$ cat src/rtl/imem_fetch_ctrl_pkg.sv
// rtl/imem_fetch_ctrl_pkg.sv - shared defaults and state encoding for the instruction fetch controller
//
// Purpose: default ROM base / window size, counter width and the fetch FSM
// state type, shared by the fetch controller and its address-map helper.
// Ports: none (package).
package imem_fetch_ctrl_pkg;

  localparam logic [31:0] RESET_PC_DEF = 32'h0040_0000;
  localparam int          ADDR_W_DEF   = 11;
  localparam int          CNT_W        = 8;

  typedef enum logic [1:0] {
    ST_BOOT = 2'd0,
    ST_RUN  = 2'd1,
    ST_DBG  = 2'd2
  } fetch_state_e;

endpackage

$ cat src/rtl/imem_fetch_ctrl_addr_map.sv
// rtl/imem_fetch_ctrl_addr_map.sv - byte PC to ROM word index and window check
//
// Purpose: combinational map of a fetch byte address onto the ROM word index,
// plus an in-window flag (inside the ROM window and word aligned).
// Ports:
//   pc_i        in  32      byte address
//   word_idx_o  out ADDR_W  ROM word index ((pc - RESET_PC) >> 2, truncated)
//   in_win_o    out 1       pc lies inside the ROM window and is word aligned
module imem_fetch_ctrl_addr_map
  import imem_fetch_ctrl_pkg::*;
#(
  parameter logic [31:0] RESET_PC = RESET_PC_DEF,
  parameter int          ADDR_W   = ADDR_W_DEF
) (
  input  logic [31:0]       pc_i,
  output logic [ADDR_W-1:0] word_idx_o,
  output logic              in_win_o
);

  // Window size in bytes, one bit wider so ADDR_W up to 30 cannot overflow.
  localparam logic [32:0] WIN_BYTES = 33'd4 << ADDR_W;

  logic [31:0] offset;

  assign offset     = pc_i - RESET_PC;
  assign word_idx_o = offset[ADDR_W+1:2];
  // The pc >= RESET_PC term rejects addresses below the base, whose offset wraps.
  assign in_win_o   = (pc_i >= RESET_PC) && ({1'b0, offset} < WIN_BYTES) &&
                      (pc_i[1:0] == 2'b00);

endmodule

$ cat src/rtl/imem_fetch_ctrl.sv
// rtl/imem_fetch_ctrl.sv - instruction ROM fetch sequencer with buffered output and debug read port
//
// Purpose: owns the fetch PC, reads the combinational instruction ROM and holds
// one fetched instruction for decode (valid/ready), honours redirects, and
// time-shares the ROM with a debug read port whose wait is bounded.
// Ports:
//   clk, rst             clock, async active-high reset
//   run_en               fetch enable (0 holds PC)
//   redirect_valid/_pc   branch/jump target, highest priority
//   out_valid/_ready     decode handshake; out_inst/out_pc hold the instruction
//   pc                   next fetch byte address
//   dbg_req/_addr        debug ROM read request (level) and word index
//   dbg_gnt/_data        1-cycle grant pulse and read data (held)
//   imem_addr/imem_inst  ROM address (combinational) and data
//   fault                sticky misaligned/out-of-window fetch flag
module imem_fetch_ctrl
  import imem_fetch_ctrl_pkg::*;
#(
  parameter logic [31:0] RESET_PC     = RESET_PC_DEF,
  parameter int          ADDR_W       = ADDR_W_DEF,
  parameter int          BOOT_CYCLES  = 4,
  parameter int          DBG_WAIT_MAX = 8
) (
  input  logic              clk,
  input  logic              rst,
  input  logic              run_en,
  input  logic              redirect_valid,
  input  logic [31:0]       redirect_pc,
  output logic              out_valid,
  input  logic              out_ready,
  output logic [31:0]       out_inst,
  output logic [31:0]       out_pc,
  output logic [31:0]       pc,
  input  logic              dbg_req,
  input  logic [ADDR_W-1:0] dbg_addr,
  output logic              dbg_gnt,
  output logic [31:0]       dbg_data,
  output logic [ADDR_W-1:0] imem_addr,
  input  logic [31:0]       imem_inst,
  output logic              fault
);

  localparam logic [CNT_W-1:0] BOOT_LAST = CNT_W'(BOOT_CYCLES - 1);
  localparam logic [CNT_W-1:0] WAIT_MAX  = CNT_W'(DBG_WAIT_MAX);

  fetch_state_e     state_q, state_d;
  logic [31:0]      pc_q, pc_d;
  logic             out_valid_q, out_valid_d;
  logic [31:0]      out_inst_q, out_inst_d;
  logic [31:0]      out_pc_q, out_pc_d;
  logic             dbg_gnt_q, dbg_gnt_d;
  logic [31:0]      dbg_data_q, dbg_data_d;
  logic             fault_q, fault_d;
  logic [CNT_W-1:0] boot_cnt_q, boot_cnt_d;
  logic [CNT_W-1:0] wait_cnt_q, wait_cnt_d;

  logic [ADDR_W-1:0] map_idx;
  logic              map_in_win;
  logic              can_fetch;
  logic              do_fetch;
  logic              dbg_enter;
  logic              redirect_act;

  imem_fetch_ctrl_addr_map #(
    .RESET_PC (RESET_PC),
    .ADDR_W   (ADDR_W)
  ) u_addr_map (
    .pc_i       (pc_q),
    .word_idx_o (map_idx),
    .in_win_o   (map_in_win)
  );

  assign imem_addr = (state_q == ST_DBG) ? dbg_addr : map_idx;

  assign can_fetch    = (state_q == ST_RUN) && run_en && !fault_q && !redirect_valid &&
                        (!out_valid_q || out_ready);
  assign do_fetch     = can_fetch && map_in_win;
  assign redirect_act = redirect_valid && (state_q != ST_BOOT);
  // Debug takes the ROM at once when fetch is idle anyway; otherwise it waits
  // until the wait counter saturates and then forces one fetch bubble.
  assign dbg_enter    = (state_q == ST_RUN) && dbg_req && !dbg_gnt_q &&
                        (!can_fetch || (wait_cnt_q == WAIT_MAX));

  always_comb begin
    state_d     = state_q;
    pc_d        = pc_q;
    out_valid_d = out_valid_q;
    out_inst_d  = out_inst_q;
    out_pc_d    = out_pc_q;
    dbg_gnt_d   = 1'b0;
    dbg_data_d  = dbg_data_q;
    fault_d     = fault_q;
    boot_cnt_d  = boot_cnt_q;
    wait_cnt_d  = wait_cnt_q;

    case (state_q)
      ST_BOOT: begin
        if (boot_cnt_q == BOOT_LAST) state_d = ST_RUN;
        else                         boot_cnt_d = boot_cnt_q + 1'b1;
      end
      ST_RUN: begin
        if (dbg_enter) begin
          state_d    = ST_DBG;
          wait_cnt_d = '0;
        end else if (dbg_req && !dbg_gnt_q && (wait_cnt_q != WAIT_MAX)) begin
          wait_cnt_d = wait_cnt_q + 1'b1;
        end
      end
      ST_DBG: begin
        state_d    = ST_RUN;
        dbg_data_d = imem_inst;
        dbg_gnt_d  = 1'b1;
        wait_cnt_d = '0;
      end
      default: state_d = ST_BOOT;
    endcase

    if (do_fetch) begin
      out_inst_d  = imem_inst;
      out_pc_d    = pc_q;
      out_valid_d = 1'b1;
      pc_d        = pc_q + 32'd4;
    end else if (out_valid_q && out_ready) begin
      out_valid_d = 1'b0;
    end

    if (can_fetch && !map_in_win) fault_d = 1'b1;

    // Redirect flushes the buffered instruction even if decode is taking it.
    if (redirect_act) begin
      pc_d        = redirect_pc;
      out_valid_d = 1'b0;
    end
  end

  always_ff @(posedge clk or posedge rst) begin
    if (rst) begin
      state_q     <= ST_BOOT;
      pc_q        <= RESET_PC;
      out_valid_q <= 1'b0;
      out_inst_q  <= '0;
      out_pc_q    <= '0;
      dbg_gnt_q   <= 1'b0;
      dbg_data_q  <= '0;
      fault_q     <= 1'b0;
      boot_cnt_q  <= '0;
      wait_cnt_q  <= '0;
    end else begin
      state_q     <= state_d;
      pc_q        <= pc_d;
      out_valid_q <= out_valid_d;
      out_inst_q  <= out_inst_d;
      out_pc_q    <= out_pc_d;
      dbg_gnt_q   <= dbg_gnt_d;
      dbg_data_q  <= dbg_data_d;
      fault_q     <= fault_d;
      boot_cnt_q  <= boot_cnt_d;
      wait_cnt_q  <= wait_cnt_d;
    end
  end

  assign out_valid = out_valid_q;
  assign out_inst  = out_inst_q;
  assign out_pc    = out_pc_q;
  assign pc        = pc_q;
  assign dbg_gnt   = dbg_gnt_q;
  assign dbg_data  = dbg_data_q;
  assign fault     = fault_q;

endmodule
$ cat config.mk
export PLATFORM = sky130hd
export DESIGN_NAME = imem_fetch_ctrl
export DESIGN_NICKNAME = d
export VERILOG_FILES = /design/src/rtl/imem_fetch_ctrl_pkg.sv /design/src/rtl/imem_fetch_ctrl_addr_map.sv /design/src/rtl/imem_fetch_ctrl.sv
export SDC_FILE = /design/constraint.sdc
export NUM_CORES = 1
export LEC_CHECK = 0
export CAP_MARGIN = 40
export CELL_PAD_IN_SITES_DETAIL_PLACEMENT = 0
export CELL_PAD_IN_SITES_GLOBAL_PLACEMENT = 1
export CORE_MARGIN = 5
export CORE_UTILIZATION = 35
export DETAILED_ROUTE_END_ITERATION = 16
export PLACE_DENSITY_LB_ADDON = 0.1
export SLEW_MARGIN = 10
export SYNTH_ARGS = -nofsm -noshare
export SYNTH_HDL_FRONTEND = slang
export SYNTH_SLANG_ARGS = --single-unit
export TNS_END_PERCENT = 30
$ cat constraint.sdc
create_clock -name clk -period 5.5 [get_ports clk]
set_input_delay 0.55 -clock clk [delete_from_list [all_inputs] [get_ports clk]]
set_output_delay 0.55 -clock clk [all_outputs]
set_load 0.02 [all_outputs]
---- Word-level counts from Yosys, hierarchy flattened ----
Index checks and enable logic that the tools add are counted.
storage, ports and cells
  register bits ........................... 149
  input bits .............................. 81
  output and inout port bits .............. 142
  logic and storage cells ................. 70
cells by class
  $add $sub $neg .......................... 4
  magnitude comparators ................... 2
  equality and inequality tests ........... 8
  multiplexer cells ....................... 13
  bitwise logic cells ..................... 1
  reductions and logical operators ........ 32
operators with widths
  operator                                                              count
  2-to-1 mux 32 bit                                                     2
  adder 32 x 3 -> 32 bit (second input constant)                        1
  greater-or-equal comparator 32 x 23 -> 1 bit (second input constant)  1
  < comparator 32 x 14 -> 1 bit (second input constant)                 1
  subtractor 32 x 23 -> 32 bit (second input constant)                  1
  adder 8 x 1 -> 8 bit (second input constant)                          2
  2-to-1 mux 8 bit                                                      2
  one-hot mux 8 bit (2 select lines)                                    1
  logical AND 1 bit                                                     15
  2-to-1 mux 11 bit                                                     1
  == test 8 x 2 -> 1 bit (second input constant)                        1
  == test 8 x 4 -> 1 bit (second input constant)                        1
  inequality test 8 x 4 -> 1 bit (second input constant)                1
  zero test 1 bit                                                       6
  one-hot mux 2 bit (3 select lines)                                    1
  AND reduction 2 bit                                                   3
  nonzero test 2 bit                                                    3
  zero test 2 bit                                                       2
  2-to-1 mux 1 bit                                                      4
  2-to-1 mux 2 bit                                                      2
  inequality test 2 bit (second input constant)                         2
  inequality test 3 x 2 -> 1 bit (second input constant)                1
  nonzero test 3 bit                                                    1
  == test 2 x 1 -> 1 bit (second input constant)                        1
  3 further kinds                                                       4

---- Depth between registers and ports, before layout ----
  depth in word-level cells ............... 10
  depth in mapped cells ................... 8
  mapped depth without buffers ............ 7

---- Cells and area by module ----
From an unflattened synthesis, not the netlist that was laid out.
unflattened totals
  cells, all modules ...................... 687
  area, all modules ....................... 6769.0 sq um
by module, submodules not included
  module                    times used  cells an instance  area an instance (sq um)  sequential area each (sq um)
  imem_fetch_ctrl           1           667                6617.6                    3729.8
  imem_fetch_ctrl_addr_map  1           20                 151.4                     0.0

---- Worst setup path before layout ----
No wires, ideal clock.
  kind .................................... flip-flop to output port
  start ................................... reg state_q[0]
  end ..................................... out imem_addr[0]
  arrival ................................. 1.566 ns
  data required time ...................... 4.950 ns
  slack ................................... 3.384 ns
  cell stages (with the launch flop) ...... 6
  buffers on the path ..................... 2
  path through ............................ dfrtp_1 inv_1 ha_1 clkbuf_1 clkbuf_1 mux2_2
between the ends
  word-level cells in the longest chain between the ends .. 2
RTL lines
  item                    line                    RTL
  from (decl)             imem_fetch_ctrl.sv:46   fetch_state_e state_q, state_d;
  from (signal assigned)  imem_fetch_ctrl.sv:149  state_q <= state_d;
  == test 2 bit           imem_fetch_ctrl.sv:73   assign imem_addr = (state_q == ST_DBG) ? dbg_addr : map_idx;
  2-to-1 mux 11 bit       imem_fetch_ctrl.sv:73
  to (decl)               imem_fetch_ctrl.sv:38   output logic [ADDR_W-1:0] imem_addr,
Every way passes these cells.

---- Worst setup path in the final report ----
  start ................................... reg state_q[0]
  end ..................................... out imem_addr[9]
Same word-level chain as after synthesis.

==> run metrics <==
WL final=17200 um; max incr delay on CP=0.54 ns; post-CTS sizing=0; main flop type after synthesis=dfrtp_1; flop and latch count out of synthesis=149; Die X=143 um; endpoints failing hold=0; P&R area growth vs syn=49.6%; RSZ-0062 raised after global routing=no; Critical Path End Type=primary output; DIE AREA=0.0205 mm^2; nets=810; multi-input logic area=0.00235 mm^2; Wirelength per Cell=17.9 um; post-synthesis sequential area ratio=0.601; critical path arrival=2.67 ns; DP HPWL=12400 um; Yosys warnings=0; count of final setup violators=0; TNS Setup=0 ns; die height=143 um; Clock Tree Buf Depth=2; Async SR Flop Fraction=1.00; Seq. cell area=0.00373 mm^2; ant diodes=0; Worst Hold Class=reg -> reg; first-pass GRT wire length=27600 um; Core Area=0.0174 mm^2; Critical Path Fanout Max=51; relative slew slack=0.522; hold-fix buffers at CTS=0; CTS tree=done; Post-synth EDFFs=0; PwrDens=484 mW/mm^2; Setup Fix Bufs, Post-CTS=0; Setup crit start kind=flip-flop; Skew-Pair Late Insertion Delay=0.42 ns; layout cells sized above 1=0.189; area leader, netlist=dfrtp_1; outcome=complete, no violations; DRC viols=0; IO Pins=223; DRT Pass-1 Iters=4; VDD IR max=0.000246 V; via total after detailed routing=4641; critical path cell sequence=inv_1 > ha_2 > buf_4 > mux2_2 > clkdlybuf4s50_1; initial antenna violation count=0; total grt overflow=0; DR vias/cell=4.83; Post-Synthesis Cell Area=0.00620 mm^2; CP Data Required Time=4.95 ns; Tcrit/Tclk final=0.585; GRT Util Overall=0.173; Critical path buffers and inverters=3; Leakage=4.15 nW; syn_nets=583; GP Congestion=0.792; clk slew on worst S/H paths=0.07 ns; Mean Syn Cell Area=12.5 um^2; Final Skew=0.0134 ns; Synth Instances=495; I/O Buffers=222; fin crit period=3.22 ns; synth unique cells=54; fin. max-slew vios=0; Antenna Nets Post-Route=0; synth top area cells=dfrtp_1 60%, mux2_2 16%, nand2_1 4.8%, nor2b_1 2.3%, ha_1 1.4%; CTS Buf Count=17; clock sinks=149; fmax=311 MHz; final hold slack=0.472 ns; max cap viols=0; Worst-Margin Slew=0.716 ns; Max H-tree Level=4; crit-path leading delay family=buffers and inverters; largest net degree at the start of global routing=63; initial core utilization=0.357; 1st-iter DRT viols=179; FILL cells=1468; root buf cell=clkbuf_16; WS Path Type=reg -> out; CP max-delay cell=buf_4; Yosys top cell area share=0.597; row count=48; number of global-route vias before repair=5041
worst reg2reg max path, stage by stage, from the launching register on:
cell	delay (ns)
dfrtp_1	0.40
inv_1	0.09
ha_1	0.27
nand4_1	0.34
nor3_4	0.37
buf_4	0.53
mux2_2	0.43
synthesized netlist by cell type, types with 4 or more instances:
| cell type | count |
|---|---|
| dfrtp_1 | 148 |
| mux2_2 | 86 |
| nand2_1 | 79 |
| nor2b_1 | 23 |
| nor2_1 | 15 |
| o21ai_0 | 15 |
| clkbuf_1 | 13 |
| inv_1 | 9 |
| ha_1 | 7 |
| nand4_1 | 6 |
| buf_2 | 5 |
| mux2i_1 | 5 |
| nand3_1 | 5 |
| o31ai_1 | 5 |
| xnor2_1 | 5 |
| a31oi_1 | 4 |
| and3_1 | 4 |
| nor3_1 | 4 |
state kept, by name, indices dropped and copies added (netlist names):
register,cells
out_pc,32
out_valid,1
pc,32
out_inst,32
fault,1
state_q,2
boot_cnt_q,8
wait_cnt_q,8
dbg_data,32
dbg_gnt,1
layout by cell type (no fill, tap or decap), types with 5 or more instances in the layout:
cell type        netlist  final
o31ai_1                5      5
ha_1                   7      6
mux2i_1                5      5
clkdlybuf4s50_1        0    222
inv_8                  0      6
nor2_1                15     15
mux2_2                86     86
nand3_1                5      5
nor2b_1               23     22
o21ai_0               15     15
buf_4                  0      6
clkbuf_16              0     17
inv_1                  9      8
xnor2_1                5      5
dfrtp_1              148    148
nand4_1                6      6
inv_6                  0      5
nand2_1               79     79
report_power, final:
part           total (mW)  internal (mW)  leakage [nW]  switching [mW]
clock network        1.14          0.609         0.286           0.527
logic                1.74          0.858          1.93           0.880
registers            1.62           1.36          1.93           0.258
cell families after synthesis:
kind of cell             count (synthesis)  synth area share
XOR/XNOR                                 8            0.0113
multiplexers                            91             0.164
AND/OR/NAND/NOR                        164             0.139
AO/OA/AOI/OAI                           46            0.0498
flip-flops                             149             0.601
adder cells (fa/ha/maj)                  7            0.0141
buffers and inverters                   30            0.0204
metal layers:
layer / GRT usage / up-vias / share of wire
met5: 0 / - / 0
met4: 0.0515 / 0 / 0.013
met3: 0.0676 / 18 / 0.074
met2: 0.278 / 123 / 0.49
met1: 0.216 / 2320 / 0.42
li1: - / 2180 / -
final timing paths:
kind / startpoint / endpoint / slack, ns / cells after the start
worst min register to register: pc[22] / pc[22] / 0.47 / 2
max in group asynchronous: rst / pc[22] / 3.74 / 4
worst min-delay path: pc[22] / pc[22] / 0.47 / 2
worst max register to register: state_q[1] / out_inst[13] / 2.96 / 6
min in group asynchronous: rst / out_inst[8] / 0.54 / 2
worst max-delay path: state_q[0] / imem_addr[9] / 2.28 / 5
cell type report:
| type | count | area share |
|---|---|---|
| multi-input combinational | 316 | 0.253 |
| timing repair buffer | 229 | 0.247 |
| clock inverter | 15 | 0.0169 |
| inverter | 9 | 0.00418 |
| sequential | 149 | 0.402 |
| clock buffer | 17 | 0.0459 |
| tap | 225 | 0.0303 |
metrics by stage:
stage / cell area (um^2) / util / instances / total power, mW / setup slack (ns)
after floorplan: 6200 / - / 495 / 2.52 / 0.944
after global placement: 8670 / 0.499 / 927 / 3.36 / 2.64
after detailed placement: 8700 / 0.501 / 928 / 3.39 / 2.63
after CTS: 9280 / 0.535 / 960 / 4.56 / 2.26
after global routing: 9280 / 0.535 / 960 / 4.75 / 2.15
final: 9280 / 0.535 / 960 / 4.49 / 2.28
(Power assumes the default switching activity.)
